`config.mk`:
```
export PLATFORM = sky130hd
export DESIGN_NAME = log_unit_seq_flat
export DESIGN_NICKNAME = d
export VERILOG_FILES = /design/src/rtl/log_unit_seq_if.sv /design/src/rtl/log_unit_seq.sv /design/src/flat_wrapper.sv
export SDC_FILE = /design/constraint.sdc
export NUM_CORES = 1
export LEC_CHECK = 0
export CORE_ASPECT_RATIO = 1.4
export CORE_MARGIN = 3
export CORE_UTILIZATION = 30
export CTS_BUF_LIST = sky130_fd_sc_hd__clkbuf_2 sky130_fd_sc_hd__clkbuf_4 sky130_fd_sc_hd__clkbuf_8
export CTS_CLUSTER_SIZE = 30
export DETAILED_ROUTE_END_ITERATION = 8
export GPL_TIMING_DRIVEN = 0
export PLACE_DENSITY = 0.54
export SYNTH_ARGS = -nofsm -noshare
export SYNTH_HDL_FRONTEND = slang
export SYNTH_SLANG_ARGS = --single-unit
```
`constraint.sdc`:
```
create_clock -name clk -period 2 [get_ports clk]
set_clock_uncertainty 0.05 [all_clocks]
set_input_delay 0.3 -clock clk [delete_from_list [all_inputs] [get_ports clk]]
set_output_delay 0.3 -clock clk [all_outputs]
set_load 0.05 [all_outputs]
```
`src/rtl/log_unit_seq_if.sv`:
```
// log_unit_seq_if: start/busy/done handshake and operand/result bus of the log unit
interface log_unit_seq_if #(
  parameter int WIDTH = 16,
  parameter int RW    = 5
);
  logic             start;
  logic [WIDTH-1:0] a;
  logic [1:0]       base_sel;
  logic             ceil_en;
  logic             busy;
  logic             done;
  logic [RW-1:0]    result;
  logic             exact;
  logic             err;
  modport master (output start, a, base_sel, ceil_en, input busy, done, result, exact, err);
  modport slave  (input start, a, base_sel, ceil_en, output busy, done, result, exact, err);
endinterface

```
`src/rtl/log_unit_seq.sv`:
```
// log_unit_seq: multi-cycle floor/ceil log2/log4/log16 with exact-power and error flags
module log_unit_seq #(
  parameter int WIDTH = 16,
  parameter int RW    = 5
) (
  input logic            clk,
  input logic            rst,
  log_unit_seq_if.slave  bus
);
  typedef enum logic [1:0] {IDLE, RUN, DONE} state_t;
  state_t           state_q, state_d;
  logic [WIDTH-1:0] buf_q, buf_d, sh, low_mask;
  logic [RW-1:0]    cnt_q, cnt_d, result_q, result_d;
  logic [1:0]       base_q, base_d;
  logic             ceil_q, ceil_d, inexact_q, inexact_d;
  logic             exact_q, exact_d, err_q, err_d, exact_now;
  logic [2:0]       k;
  assign k         = (base_q == 2'b00) ? 3'd1 : (base_q == 2'b01) ? 3'd2 : 3'd4;
  assign sh        = buf_q >> k;
  assign low_mask  = ~({WIDTH{1'b1}} << k);
  // Remaining buf is below 2**k; exact only if it is 1 and nothing was shifted out.
  assign exact_now = ~inexact_q & (buf_q == WIDTH'(1));
  always_comb begin
    state_d   = state_q;
    buf_d     = buf_q;
    cnt_d     = cnt_q;
    base_d    = base_q;
    ceil_d    = ceil_q;
    inexact_d = inexact_q;
    result_d  = result_q;
    exact_d   = exact_q;
    err_d     = err_q;
    case (state_q)
      IDLE: if (bus.start) begin
        base_d    = bus.base_sel;
        ceil_d    = bus.ceil_en;
        buf_d     = bus.a;
        cnt_d     = '0;
        inexact_d = 1'b0;
        if (bus.a == '0 || bus.base_sel == 2'b11) begin
          state_d  = DONE;
          err_d    = 1'b1;
          result_d = '0;
          exact_d  = 1'b0;
        end else begin
          state_d = RUN;
        end
      end
      RUN: if (sh != '0) begin
        buf_d     = sh;
        cnt_d     = cnt_q + 1'b1;
        inexact_d = inexact_q | ((buf_q & low_mask) != '0);
      end else begin
        err_d    = 1'b0;
        exact_d  = exact_now;
        result_d = cnt_q + RW'(ceil_q & ~exact_now);
        state_d  = DONE;
      end
      default: state_d = IDLE;
    endcase
  end
  always_ff @(posedge clk) begin
    if (rst) begin
      state_q   <= IDLE;
      buf_q     <= '0;
      cnt_q     <= '0;
      base_q    <= '0;
      ceil_q    <= 1'b0;
      inexact_q <= 1'b0;
      result_q  <= '0;
      exact_q   <= 1'b0;
      err_q     <= 1'b0;
    end else begin
      state_q   <= state_d;
      buf_q     <= buf_d;
      cnt_q     <= cnt_d;
      base_q    <= base_d;
      ceil_q    <= ceil_d;
      inexact_q <= inexact_d;
      result_q  <= result_d;
      exact_q   <= exact_d;
      err_q     <= err_d;
    end
  end
  assign bus.busy   = (state_q == RUN);
  assign bus.done   = (state_q == DONE);
  assign bus.result = result_q;
  assign bus.exact  = exact_q;
  assign bus.err    = err_q;
endmodule

```
`src/flat_wrapper.sv`:
```
// flat-port wrapper written by rule: the top's interface ports become plain ports
module log_unit_seq_flat 
#(
  parameter int WIDTH = 16,
  parameter int RW    = 5
)
  (clk, rst, bus_start, bus_a, bus_base_sel, bus_ceil_en, bus_busy, bus_done, bus_result, bus_exact, bus_err);
  log_unit_seq_if #(.WIDTH(WIDTH), .RW(RW)) bus_i ();
  input logic clk;
  input logic rst;
  input wire logic [$bits(bus_i.start)-1:0] bus_start;
  input wire logic [$bits(bus_i.a)-1:0] bus_a;
  input wire logic [$bits(bus_i.base_sel)-1:0] bus_base_sel;
  input wire logic [$bits(bus_i.ceil_en)-1:0] bus_ceil_en;
  output wire logic [$bits(bus_i.busy)-1:0] bus_busy;
  output wire logic [$bits(bus_i.done)-1:0] bus_done;
  output wire logic [$bits(bus_i.result)-1:0] bus_result;
  output wire logic [$bits(bus_i.exact)-1:0] bus_exact;
  output wire logic [$bits(bus_i.err)-1:0] bus_err;
  assign bus_i.start = bus_start;
  assign bus_i.a = bus_a;
  assign bus_i.base_sel = bus_base_sel;
  assign bus_i.ceil_en = bus_ceil_en;
  assign bus_busy = bus_i.busy;
  assign bus_done = bus_i.done;
  assign bus_result = bus_i.result;
  assign bus_exact = bus_i.exact;
  assign bus_err = bus_i.err;
  log_unit_seq #(.WIDTH(WIDTH), .RW(RW)) u_core (.clk(clk), .rst(rst), .bus(bus_i));
endmodule
```
==> impl_results.md, run 1 <==
- RSZ-0062 raised after global routing: true
- Starting Density: between 30% and 40%
- Final Max Slew Viols: 0
- Area contributors post-synth: dfxtp_1 (32%), mux2i_1 (9.9%), nand2_1 (5.5%)
- Crit path kind: register to register
- Finished Core Util: ~50%
- Total number of vias: 2368
- Post-synth ARST share: 0%
- First-pass DRT Iterations: 4
- Failing checks: setup timing
- Layout area overhead: 59.94%
- Syn avg cell area: just over 8 um2
- Final setup violating endpoints: 30
- Share of layout cells above drive strength 1: between 30% and 40%
- Final hold slack: approximately 430 ps
- IO Port Bufs: 29
- Core area: about 6700 um2
- CP endpoint kind: register
- Sink Count: 34
- Register area share after synthesis: 32.19%
- Nets: about 360
- 1st-iter DRT viols: between 100 and 150
- Count leader, synth: dfxtp_1
- Reg clk slew, reported paths: 80 ps
- Worst setup SP type: register
- # Max-Cap Violations: 0
- Max VDD drop: 0.3808 mV
- Pin count of the biggest net entering global routing: 13
- Rows: 35
- Yosys warnings: 0
- Post-DP HPWL: 5093 um
- Global-route wire length before repair: between 10000 and 15000 um
- Top-area cell type share of the netlist area: between 30% and 40%
- Clock buffer count from CTS: 5
- Clock Latency Late Sink: 300 ps
- CTS tree: done
- Full die area: approximately 8100 um2
- GRT overflow: 0
- ANT cells: 0
- Antenna Nets Post-Route: 0
- HP Class: register to register
- DRT Wirelength: approximately 7600 um
- Synthesized area: 2115 um2
- Status: finished with violations
- Initial antenna violation count: 0
- Top_reg_cell synth: dfxtp_1
- Unique masters post-synth: 45
- Tcrit/Tclk final: 111.7%
- Max Freq: 0.4478 GHz
- Routability Congestion: between 0.9 and 1
- Vias in the first global route: ~2300
- Layout fillers: around 640
- Via/cell ratio: around 5.6
- Synthesized flop and latch total: 34
- Tmin final: 2233 ps
- CP required: 2130 ps
- Final setup margin: -233.2 ps
- Clock root buffer: clkbuf_8
- Syn_nets: 288
- Worst Tran Pin Value: 630.6 ps
- Clock Path Buffers: 2
- DRC: 0
- Drt wl/cell: about 18 um
- Slew HR: between 50 and 60%
- Die Width: 76.96 um
- Lkg Pwr: around 1.3 nW
- Post-Syn Instances: 263
- I/O Pins: 31
- Aggregate global-route resource usage: 18.26%
- CP max FO: 6
- Cell taking the most area after synthesis: dfxtp_1
- Post-synth EDFFs: 0
- Die height: about 110 um
- Final Hold Viols: 0
- Power density over cell area: 810.4 nW/um2
- Crit path DAT: 2370 ps
- Commonest cells post-synth: dfxtp_1 (34), nand2_1 (31), nand3_1 (23)
- Pwr Total: about 2.7 mW
- H-tree levels: 2
where the power goes:
group / total [mW] / leakage, nW / switching, mW / internal [mW]
Combinational: 1.09 / 0.939 / 0.527 / 0.562
Clock: 0.791 / 0.0683 / 0.291 / 0.500
Sequential: 0.860 / 0.283 / 0.110 / 0.750
Total: 2.74 / 1.29 / 0.929 / 1.81
path summary, 6_finish.rpt:
| path | end | cells after the start | from | slack [ps] |
|---|---|---|---|---|
| min reg2reg | u_core.ceil_q$_SDFFE_PP0P_ | 2 | u_core.ceil_q$_SDFFE_PP0P_ | 430 |
| max reg2reg | u_core.buf_q[13]$_SDFFE_PP0P_ | 9 | u_core.base_q[0]$_SDFFE_PP0P_ | -230 |
| min | u_core.ceil_q$_SDFFE_PP0P_ | 2 | u_core.ceil_q$_SDFFE_PP0P_ | 430 |
| max | u_core.buf_q[13]$_SDFFE_PP0P_ | 9 | u_core.base_q[0]$_SDFFE_PP0P_ | -230 |
kinds of logic (layout without fill, tap and decap cells):
family / Yosys count / after routing / synth area share, %
compound gates: 54 / 54 / 16.69
fa+ha+maj: 3 / 3 / 1.775
mux: 27 / 27 / 13.31
simple gates: 118 / 118 / 28.76
buf+inv: 24 / 92 / 6.035
xor+xnor: 3 / 3 / 1.243
flops: 34 / 34 / 32.19
area by class of cell:
cell class	instances	area (um2)	area share, %
clock inverters	3	68.82	2.035
flip-flops and latches	34	703.2	20.79
repair buffers	60	594.3	17.57
well taps	92	115.1	3.404
clock buffers	5	68.82	2.035
multi-input cells	205	1628	48.13
plain buffers	21	185.2	5.475
inverters	3	18.77	0.5549
critical path: stages (launching register included):
cell and delay, ps:
dfxtp_4 420, buf_12 150, mux2i_2 230, o21ai_2 90, nor4_2 240, buf_4 160, and4_4 260, nor2_4 50
buf_6 130, o311a_1 330
per-stage QoR:
stage	worst slack [ps]	area [um2]	TNS (ps)	std cells
global route	-287.8	3382	-7007	423
global placement	-924.0	2539	-23210	384
floorplan	-6.008	2133	-53.93	263
finish	-233.2	3382	-5096	423
detailed placement	-983.4	2539	-24570	384
CTS	-182.2	3023	-3723	413
placed cells by master (no fill, tap or decap), types with 10 or more instances in the layout:
cell | netlist | final
nand2_1 | 31 | 29
mux2i_1 | 21 | 11
nand3_1 | 23 | 14
nor2_1 | 14 | 13
o311a_1 | 10 | 10
clkdlybuf4s50_1 | 0 | 27
buf_6 | 4 | 13
dfxtp_1 | 34 | 26
a21oi_1 | 17 | 13
buf_4 | 0 | 23
layer usage:
metal | wire [um] | up-vias | track usage (%)
li1 | - | 1112 | -
met1 | 3016 | 1146 | 20.95
met2 | 3917 | 85 | 33.17
met3 | 372 | 25 | 3.248
met4 | 291 | 0 | 6.995
met5 | 0 | - | 0
flip-flops by register name (all words and copies together) (netlist names):
register	flops
u_core.base_q	2
u_core.bus.exact	1
u_core.buf_q	16
u_core.bus.result	5
u_core.cnt_q	5
u_core.state_q	2
u_core.inexact_q	1
u_core.ceil_q	1
u_core.bus.err	1
timing repair:
| action | CTS | global route |
|---|---|---|
| endpoints found under the hold margin | 0 | 0 |
| setup endpoints to repair | 35 | 36 |
| setup buffers | 20 | 8 |
| cloned | 1 | 2 |
| pin swaps | 13 | 19 |
| hold buffers | 0 | 0 |
| resized for setup | 60 | 64 |
Note: power is estimated with default switching activity, not from simulation.
==> inputs of run 2 (changes only) <==
- ABC_AREA: default -> 1
==> impl_results.md, run 2 <==
- Worst R2R Path Depth: 10
- Clock Path Buffers: 2
- Pin count of the biggest net entering global routing: 12
- Rows: 35
- Cell taking the most area after synthesis: dfxtp_1
- Tcrit/Tclk final: a little over nine tenths
- Register area share after synthesis: about 32%
- Commonest cells after routing, fill and taps aside: nand2_1 (98), nor2_1 (41), a21oi_1 (34)
- ANT cells: 0
- Post-synth EDFFs: 0
- Initial antenna violation count: 0
- Slew HR: about 60%
- Worst Tran Pin Value: 623.9 ps
- Crit path kind: register to register
- CP required: about 2100 ps
- Total number of vias: around 2400
- Drt wl/cell: between 10 and 15 um
- Final Hold Viols: 0
- Cells after DPL: around 470
- Clock buffer count from CTS: 5
- Syn avg cell area: between 6 and 7 um2
- RSZ-0062 raised after global routing: true
- Max VDD drop: 0.5315 mV
- # Max-Cap Violations: 0
- Finished Core Util: between 40% and 50%
- GRT overflow: 0
- Crit path DAT: approximately 2100 ps
- Yosys warnings: 0
- Tmin final: 1958 ps
- Synthesized flop and latch total: 34
- Finished Layout Cells: 487
- CP endpoint kind: register
- Antenna Nets Post-Route: 0
- Final setup violating endpoints: 0
- Commonest non-fill, non-tap cell in the layout: nand2_1
- H-tree levels: 2
- Commonest cells post-synth: nand2_1 (100), nor2_1 (49), nand3_1 (36)
- Area contributors post-synth: dfxtp_1 (32%), nand2_1 (18%), nor2_1 (8.7%)
- Clock Latency Late Sink: 290 ps
- 1st-iter DRT viols: 147
- Layout fillers: approximately 700
- Worst R2R Start: u_core.buf_q[14]$_SDFFE_PP0P_
- Via/cell ratio: between 5 and 6
- Final Max Slew Viols: 0
- CTS tree: done
- Sink Count: 34
- Nets: ~420
- IO Port Bufs: 29
- Top reg by flops: u_core.buf_q
- Top-area cell type share of the netlist area: between 30% and 40%
- DRT Wirelength: ~7000 um
- First-pass DRT Iterations: 4
- R2R Setup Slk: between 40 and 50 ps
- Crit path to: u_core.bus.result[2]$_SDFFE_PP0P_
- Vias in the first global route: 2303
- Max Freq: 0.5108 GHz
- GR Util met3: roughly 2.7%
- Global-route wire length before repair: 10960 um
- Grt met2 use: around 31%
- Count leader, synth: nand2_1
- Syn_nets: between 300 and 400
- Synthesized area: roughly 2100 um2
- Die height: around 110 um
- Aggregate global-route resource usage: ~17%
- Die Width: slightly below 80 um
- CP max FO: 4
- Layout area overhead: 42.74%
- Top_reg_cell synth: dfxtp_1
- Critical Path Source: u_core.buf_q[14]$_SDFFE_PP0P_
- Post-synth ARST share: 0%
- Post-Syn Instances: 344
- Worst setup SP type: register
- Lkg Pwr: 1.223 nW
- DRC: 0
- Power density over cell area: around 840 nW/um2
- R2r endpoint: u_core.bus.result[2]$_SDFFE_PP0P_
- HP Start: rst
- Post-DP HPWL: 5075 um
- I/O Pins: 31
- Status: finished, final reports clean
- Share of layout cells above drive strength 1: just under 20%
- Global routing's busiest layer: met2
- Full die area: slightly above 8000 um2
- Unique masters post-synth: 23
- HP Class: primary input to register
- Reg clk slew, reported paths: around 80 ps
- Setup_tns: 0 ps
- GRT met1 Usage: between 10% and 20%
- Starting Density: around a third
- Max FFs per register: 16
- Clock root buffer: clkbuf_8
- Routability Congestion: 0.8647
- Core area: about 6700 um2
## run 2: cell types whose count changed in the layout (fill, tap and decap cells not counted), moves of 12 or more
cell and delta:
nand2_1 +69, nor2_1 +28, a21oi_1 +21, nand3_1 +17, inv_1 +14, o21ai_0 +12
## run 2: cell families after synthesis
kind of cell / after synthesis / share of synthesized area (%)
and+or+nand+nor: 201 / 40.66
DFF: 34 / 32.25
AOI/OAI and AO/OA: 63 / 15.89
adders and majority gates: 3 / 1.778
buffers and inverters: 43 / 9.425
## run 2: layout make-up
cell class,instances,area [um2],share of cell area (%)
multi-input combinational,267,1389,46.10
clock buffer,6,82.58,2.741
tap,92,115.1,3.821
buffer,19,162.7,5.399
sequential,34,700.7,23.26
clock inverter,2,60.06,1.993
inverter,24,90.09,2.990
timing repair buffer,43,412.9,13.70
## run 2: critical path, stage by stage, from the launching register on
cell	delay, ps
dfxtp_1	350
inv_1	100
nand3_2	110
nor4_4	340
nor2_1	90
ha_2	210
ha_4	170
o21ai_1	220
nand3_1	110
nand2_1	70
nor2_1	40
## run 2: through the flow
stage                     hold WS [ps]  worst slack [ps]  power (mW)  area (um2)
final                            304.8             42.26       2.521        3013
after global routing             335.5            -108.7       2.655        3013
after CTS                        296.9            -21.32       2.412        2791
after detailed placement         394.2            -736.8       1.554        2516
after global placement           394.2            -728.1       1.550        2516
after floorplan                  381.1             209.5       1.323        2111
## run 2: power by group
group          internal [mW]  switching (mW)
combinational          0.358           0.525
clock                  0.532           0.278
sequential             0.754          0.0726
total                   1.64           0.876
## run 2: routing by layer
| layer | up-vias | routed length, um | part of all wire, % |
|---|---|---|---|
| met5 | - | 0 | 0 |
| met4 | 0 | 212 | 3.0 |
| met3 | 12 | 309 | 4.4 |
| met2 | 59 | 3684 | 52 |
| met1 | 1145 | 2822 | 40 |
| li1 | 1228 | - | - |
## run 2: what timing repair did
item / in CTS / in global routing
gates resized for setup: 35 / 43
setup buffers: 5 / 8
hold buffers: 0 / 0
cloned: 0 / 1
setup endpoints to repair: 31 / 31
pin swaps: 6 / 12
## run 2: worst min-delay path by stage
stage	end	slack (ps)	depth (start not counted)
floorplan	u_core.ceil_q$_SDFFE_PP0P_	380	2
global placement	u_core.ceil_q$_SDFFE_PP0P_	390	2
detailed placement	u_core.ceil_q$_SDFFE_PP0P_	390	2
CTS	u_core.buf_q[3]$_SDFFE_PP0P_	300	2
global route	u_core.buf_q[2]$_SDFFE_PP0P_	340	2
finish	u_core.buf_q[3]$_SDFFE_PP0P_	300	2
